File: src/rtl/serial_arith_pkg.sv
// serial_arith_pkg: shared types and constants for the bit-serial arithmetic blocks.
package serial_arith_pkg;

    // Default operand/result width in bits
    localparam int DEFAULT_WIDTH = 8;

    // Sequencer states of the serial subtractor
    typedef enum logic [1:0] {
        IDLE = 2'd0,
        RUN  = 2'd1,
        DONE = 2'd2
    } state_e;

endpackage : serial_arith_pkg

File: src/rtl/full_subtractor.sv
// full_subtractor: one-bit subtract cell, d = x - y - b_in with borrow out.
module full_subtractor (
    input  logic x,
    input  logic y,
    input  logic b_in,
    output logic d,
    output logic b_out
);

    // Difference bit and borrow generated by this bit position
    always_comb begin
        d     = x ^ y ^ b_in;
        b_out = (~x & y) | (~(x ^ y) & b_in);
    end

endmodule : full_subtractor

File: src/rtl/serial_subtractor.sv
// serial_subtractor: computes a-b one bit per clock, LSB first, using a single
// full_subtractor cell. Defining SERIAL_SUB_OVF_EN adds the signed-overflow
// output ovf; without it the block has no ovf port and no overflow logic.
module serial_subtractor
    import serial_arith_pkg::*;
#(
    parameter int WIDTH = DEFAULT_WIDTH
) (
    input  logic             clk,
    input  logic             rst_n,
    input  logic             start_valid,
    output logic             start_ready,
    input  logic [WIDTH-1:0] a,
    input  logic [WIDTH-1:0] b,
    output logic [WIDTH-1:0] diff,
    output logic             borrow_out,
    output logic             busy,
    output logic             done
`ifdef SERIAL_SUB_OVF_EN
    ,
    output logic             ovf
`endif
);

    localparam int               CNT_W    = $clog2(WIDTH);
    localparam logic [CNT_W-1:0] LAST_BIT = CNT_W'(WIDTH - 1);

    state_e           state_q, state_d;
    logic [WIDTH-1:0] a_q, a_d;
    logic [WIDTH-1:0] b_q, b_d;
    logic [WIDTH-1:0] diff_q, diff_d;
    logic             br_q, br_d;
    logic [CNT_W-1:0] cnt_q, cnt_d;
    logic             accept;
    logic             last_bit;
    logic             cell_d;
    logic             cell_b_out;

    assign accept   = start_valid && start_ready;
    assign last_bit = (state_q == RUN) && (cnt_q == LAST_BIT);

    full_subtractor u_cell (
        .x     (a_q[0]),
        .y     (b_q[0]),
        .b_in  (br_q),
        .d     (cell_d),
        .b_out (cell_b_out)
    );

    // State register
    always_ff @(posedge clk or negedge rst_n) begin
        if (!rst_n) begin
            state_q <= IDLE;
        end else begin
            state_q <= state_d;
        end
    end

    // Next-state logic: IDLE -> RUN on accept, RUN -> DONE on the last bit, DONE -> IDLE
    always_comb begin
        state_d = state_q;
        case (state_q)
            IDLE:    if (start_valid) state_d = RUN;
            RUN:     if (last_bit)    state_d = DONE;
            DONE:                     state_d = IDLE;
            default:                  state_d = IDLE;
        endcase
    end

    // Handshake and status outputs decoded from the current state
    always_comb begin
        start_ready = 1'b0;
        busy        = 1'b0;
        done        = 1'b0;
        case (state_q)
            IDLE:    start_ready = 1'b1;
            RUN:     busy        = 1'b1;
            DONE: begin
                busy = 1'b1;
                done = 1'b1;
            end
            default: start_ready = 1'b0;
        endcase
    end

    // Datapath next state: capture on accept, shift one bit per RUN cycle, hold otherwise
    always_comb begin
        a_d    = a_q;
        b_d    = b_q;
        diff_d = diff_q;
        br_d   = br_q;
        cnt_d  = cnt_q;
        if (accept) begin
            a_d   = a;
            b_d   = b;
            br_d  = 1'b0;
            cnt_d = '0;
        end else if (state_q == RUN) begin
            a_d    = {1'b0, a_q[WIDTH-1:1]};
            b_d    = {1'b0, b_q[WIDTH-1:1]};
            // New bit enters at the MSB so the word is aligned after WIDTH shifts
            diff_d = {cell_d, diff_q[WIDTH-1:1]};
            br_d   = cell_b_out;
            cnt_d  = cnt_q + CNT_W'(1);
        end
    end

    // Datapath registers; results are cleared only by reset
    always_ff @(posedge clk or negedge rst_n) begin
        if (!rst_n) begin
            a_q    <= '0;
            b_q    <= '0;
            diff_q <= '0;
            br_q   <= 1'b0;
            cnt_q  <= '0;
        end else begin
            a_q    <= a_d;
            b_q    <= b_d;
            diff_q <= diff_d;
            br_q   <= br_d;
            cnt_q  <= cnt_d;
        end
    end

    assign diff       = diff_q;
    assign borrow_out = br_q;

`ifdef SERIAL_SUB_OVF_EN
    logic a_msb_q, a_msb_d;
    logic b_msb_q, b_msb_d;
    logic ovf_q, ovf_d;

    // Operand sign bits are kept aside because the shift registers lose them
    always_comb begin
        a_msb_d = a_msb_q;
        b_msb_d = b_msb_q;
        ovf_d   = ovf_q;
        if (accept) begin
            a_msb_d = a[WIDTH-1];
            b_msb_d = b[WIDTH-1];
        end else if (last_bit) begin
            // cell_d is the result MSB on the last bit
            ovf_d = (a_msb_q != b_msb_q) && (cell_d != a_msb_q);
        end
    end

    // Overflow registers, updated alongside the final diff bit
    always_ff @(posedge clk or negedge rst_n) begin
        if (!rst_n) begin
            a_msb_q <= 1'b0;
            b_msb_q <= 1'b0;
            ovf_q   <= 1'b0;
        end else begin
            a_msb_q <= a_msb_d;
            b_msb_q <= b_msb_d;
            ovf_q   <= ovf_d;
        end
    end

    assign ovf = ovf_q;
`endif

endmodule : serial_subtractor

File: config.mk
export PLATFORM = sky130hd
export DESIGN_NAME = serial_subtractor
export DESIGN_NICKNAME = d
export VERILOG_FILES = /design/src/rtl/serial_arith_pkg.sv /design/src/rtl/full_subtractor.sv /design/src/rtl/serial_subtractor.sv
export SDC_FILE = /design/constraint.sdc
export NUM_CORES = 1
export LEC_CHECK = 0
export CAP_MARGIN = 40
export CORE_MARGIN = 1.5
export CORE_UTILIZATION = 41
export CTS_CLUSTER_DIAMETER = 100
export DETAILED_ROUTE_END_ITERATION = 10
export PLACE_DENSITY = 0.66
export SKIP_LAST_GASP = 1
export SLEW_MARGIN = 20
export SYNTH_ARGS = -nofsm -noshare
export SYNTH_HDL_FRONTEND = slang
export SYNTH_HIERARCHICAL = 1
export SYNTH_SLANG_ARGS = --single-unit
File: constraint.sdc
create_clock -name clk -period 3 [get_ports clk]
set_clock_uncertainty 0.15 [all_clocks]
set_input_delay 0.3 -clock clk [delete_from_list [all_inputs] [get_ports clk]]
set_output_delay 0.3 -clock clk [all_outputs]
set_load 0.005 [all_outputs]
==> results.md <==
* Total CTS buffers at 5
* Synth Warn # at 6
* Worst Setup End Kind: flop
* Vias in the first global route at 1005
* DR vias/cell at 4.66
* DP HPWL at 1860 um
* Clock share of power at 0.146
* Die Ht at 64.7 um
* Global placement routability congestion at 0.772
* Area grow syn2layout at 22.7%
* Starting Density at 0.427
* Commonest cells after routing, fill and taps aside: dfrtp_1, clkdlybuf4s50_1, mux2i_1
* Netlist cell types at 19
* Clk Tree Root Cell: clkbuf_8
* Final Max Tran Viols at 0
* DR top layer: met4
* Via count at 932
* Clock Pin Slew Worst Setup and Hold Paths at 0.06 ns
* Die Wd at 64.7 um
* # resized after CTS at 0
* Wirelength, routed at 2550 um
* R2r setup slk at 0.94 ns
* MaxCap Viol Count at 0
* Hold buffer count at cts at 0
* Multi-input gate area at 683 um^2
* Switching Share at 0.346
* Yosys reg bits at 30
* Register Area at 751 um^2
* ANT nets after route at 0
* Residual DRC at 0
* Internal power at 1.31 mW
* R2r endpoint: b_q[1]$_DFFE_PN0P_
* Synth area leaders: dfrtp_1, mux2i_1, o21ai_2
* Final Total Pwr at 2.01 mW
* Final worst slack at 0.943 ns
* Metal3 WL at 132 um
* Total Nets Final at 179
* Critical R2R Launch: state_q[1]$_DFFE_PN0P_
* Starting DRT DRC Count at 27
* Floorplan row count at 22
* CTS tree: yes
* GRT Resource Usage Total at 0.144
* Met2 wire len at 1240 um
* Logic pwr share at 0.492
* Worst r2r path cells at 5
* Leak at 0.839 nW
* Worst-Skew Late Latency at 0.27 ns
* Setup bufs post-CTS at 0
* Hold WS at 0.271 ns
* IO Count at 31
* First-pass GRT wire length at 4480 um
* Sequential share of the synthesized area at 0.480
* Pre-antenna DRT Iters at 2
* Hold Vio Cnt, Final at 0
* Die Footprint at 4190 um^2
* Final setup viols at 0
* IR drop worst, VDD at 0.374 mV
* GRT overflow at 0
* Final core utilization at 0.524
* Min-delay worst type: in -> async
* Rel. slew slack at 0.547
* Largest net degree at the start of global routing at 37
* Ant. Diodes at 0
* Setup TNS at 0 ns
* Final period utilization at 0.686
* Crit path required time at 3.00 ns
* CTS Buffer Depth at 2
* Clk sinks at 30
* RSZ-0062 raised after global routing: no
* Mapped Avg Cell Area at 13.0 um^2
* Met1 wire length at 1140 um
* Initial antenna violation count at 0
* Port Buf Inserts at 30
* Pre-CTS WS at 0.957 ns
* Drt wl/cell at 12.8 um
* WS Path Type: reg -> reg
* Power share of the sequential group at 0.362
* Fmax at 0.486 GHz
* Pwr dens at 1050 nW/um^2
* Core area at 3660 um^2
* Synthesized instance count at 120
* Tmin final at 2.06 ns
* Syn_nets at 147
* Worst Tran Pin Value at 0.679 ns
* Post-synth top area share at 0.480
* Cell Area, Synth at 1560 um^2
* P_sw at 695 uW
* Crit start category: flop
* Critical path fanouts, max at 11
* Critical path arrival at 2.05 ns
* Share of layout cells above drive strength 1 at 0.303
* Fillers at 321
* Status: complete, no violations
* Synth area leader: dfrtp_1
* H-tree Lvls at 2
==> worst max-delay path, cell delays in order, from the launching register on <==
cell and delay, ns:
dfrtp_1 0.40, inv_1 0.12, ha_1 0.61, buf_4 0.32
mux2i_1 0.25, o21ai_2 0.07
==> per-stage QoR <==
| step | instance area, um^2 | cells |
|---|---|---|
| finish | 1920 | 200 |
| global route | 1920 | 200 |
| CTS | 1920 | 200 |
| detailed placement | 1840 | 193 |
| global placement | 1840 | 193 |
| floorplan | 1560 | 120 |
==> synthesized netlist by cell type <==
master,number
nor2_1,4
inv_1,6
xnor2_1,1
buf_2,1
nand2_1,8
and2_4,1
buf_8,2
inv_6,1
mux2_2,8
o21ai_2,16
mux2_4,2
fa_1,1
dfrtp_1,30
buf_12,2
mux2i_1,17
nand2_2,10
o22ai_4,1
buf_6,2
ha_1,7
==> state kept, by name (all words and copies together), names as in the netlist <==
| register | cells |
|---|---|
| borrow_out | 1 |
| cnt_q | 3 |
| diff | 8 |
| a_q | 8 |
| b_q | 8 |
| state_q | 2 |
==> power groups by stage <==
stage / combinational (mW) / clock, mW / sequential, mW
after floorplan: 0.783 / 0 / 0.709
after global placement: 0.972 / 0 / 0.724
after detailed placement: 1.01 / 0 / 0.732
after CTS: 1.01 / 0.304 / 0.730
after global routing: 1.10 / 0.322 / 0.755
final: 0.988 / 0.294 / 0.728
==> logic make-up after synthesis <==
kind of cell / Yosys count / synth area share
and+or+nand+nor: 23 / 0.0745
muxes: 27 / 0.186
adders and majority gates: 8 / 0.0689
buffers and inverters: 14 / 0.0825
DFF: 30 / 0.480
xor gates and xnor gates: 1 / 0.00561
AOI/OAI and AO/OA: 17 / 0.102
==> worst max-delay path by stage <==
stage | start | end | slack (ns)
after global routing | state_q[1]$_DFFE_PN0P_ | b_q[1]$_DFFE_PN0P_ | 0.82
after global placement | state_q[1]$_DFFE_PN0P_ | b_q[6]$_DFFE_PN0P_ | 1.0
final | state_q[1]$_DFFE_PN0P_ | b_q[1]$_DFFE_PN0P_ | 0.94
after detailed placement | state_q[1]$_DFFE_PN0P_ | b_q[1]$_DFFE_PN0P_ | 0.96
after floorplan | state_q[1]$_DFFE_PN0P_ | state_q[0]$_DFFE_PN0P_ | 1.44
after CTS | state_q[1]$_DFFE_PN0P_ | b_q[1]$_DFFE_PN0P_ | 0.93
==> routing by layer <==
| layer | GRT usage | vias to the layer above |
|---|---|---|
| li1 | - | 463 |
| met1 | 0.167 | 444 |
| met2 | 0.233 | 19 |
| met3 | 0.0538 | 6 |
| met4 | 0.0718 | 0 |
| met5 | 0 | - |
==> final cells by class <==
type,count,area share
Multi-Input combinational cell,76,0.356
Tap cell,48,0.0313
Clock buffer,7,0.0398
Timing Repair Buffer,32,0.164
Inverter,7,0.0163
Sequential cell,30,0.392
Power figures use the tool's default switching activity.
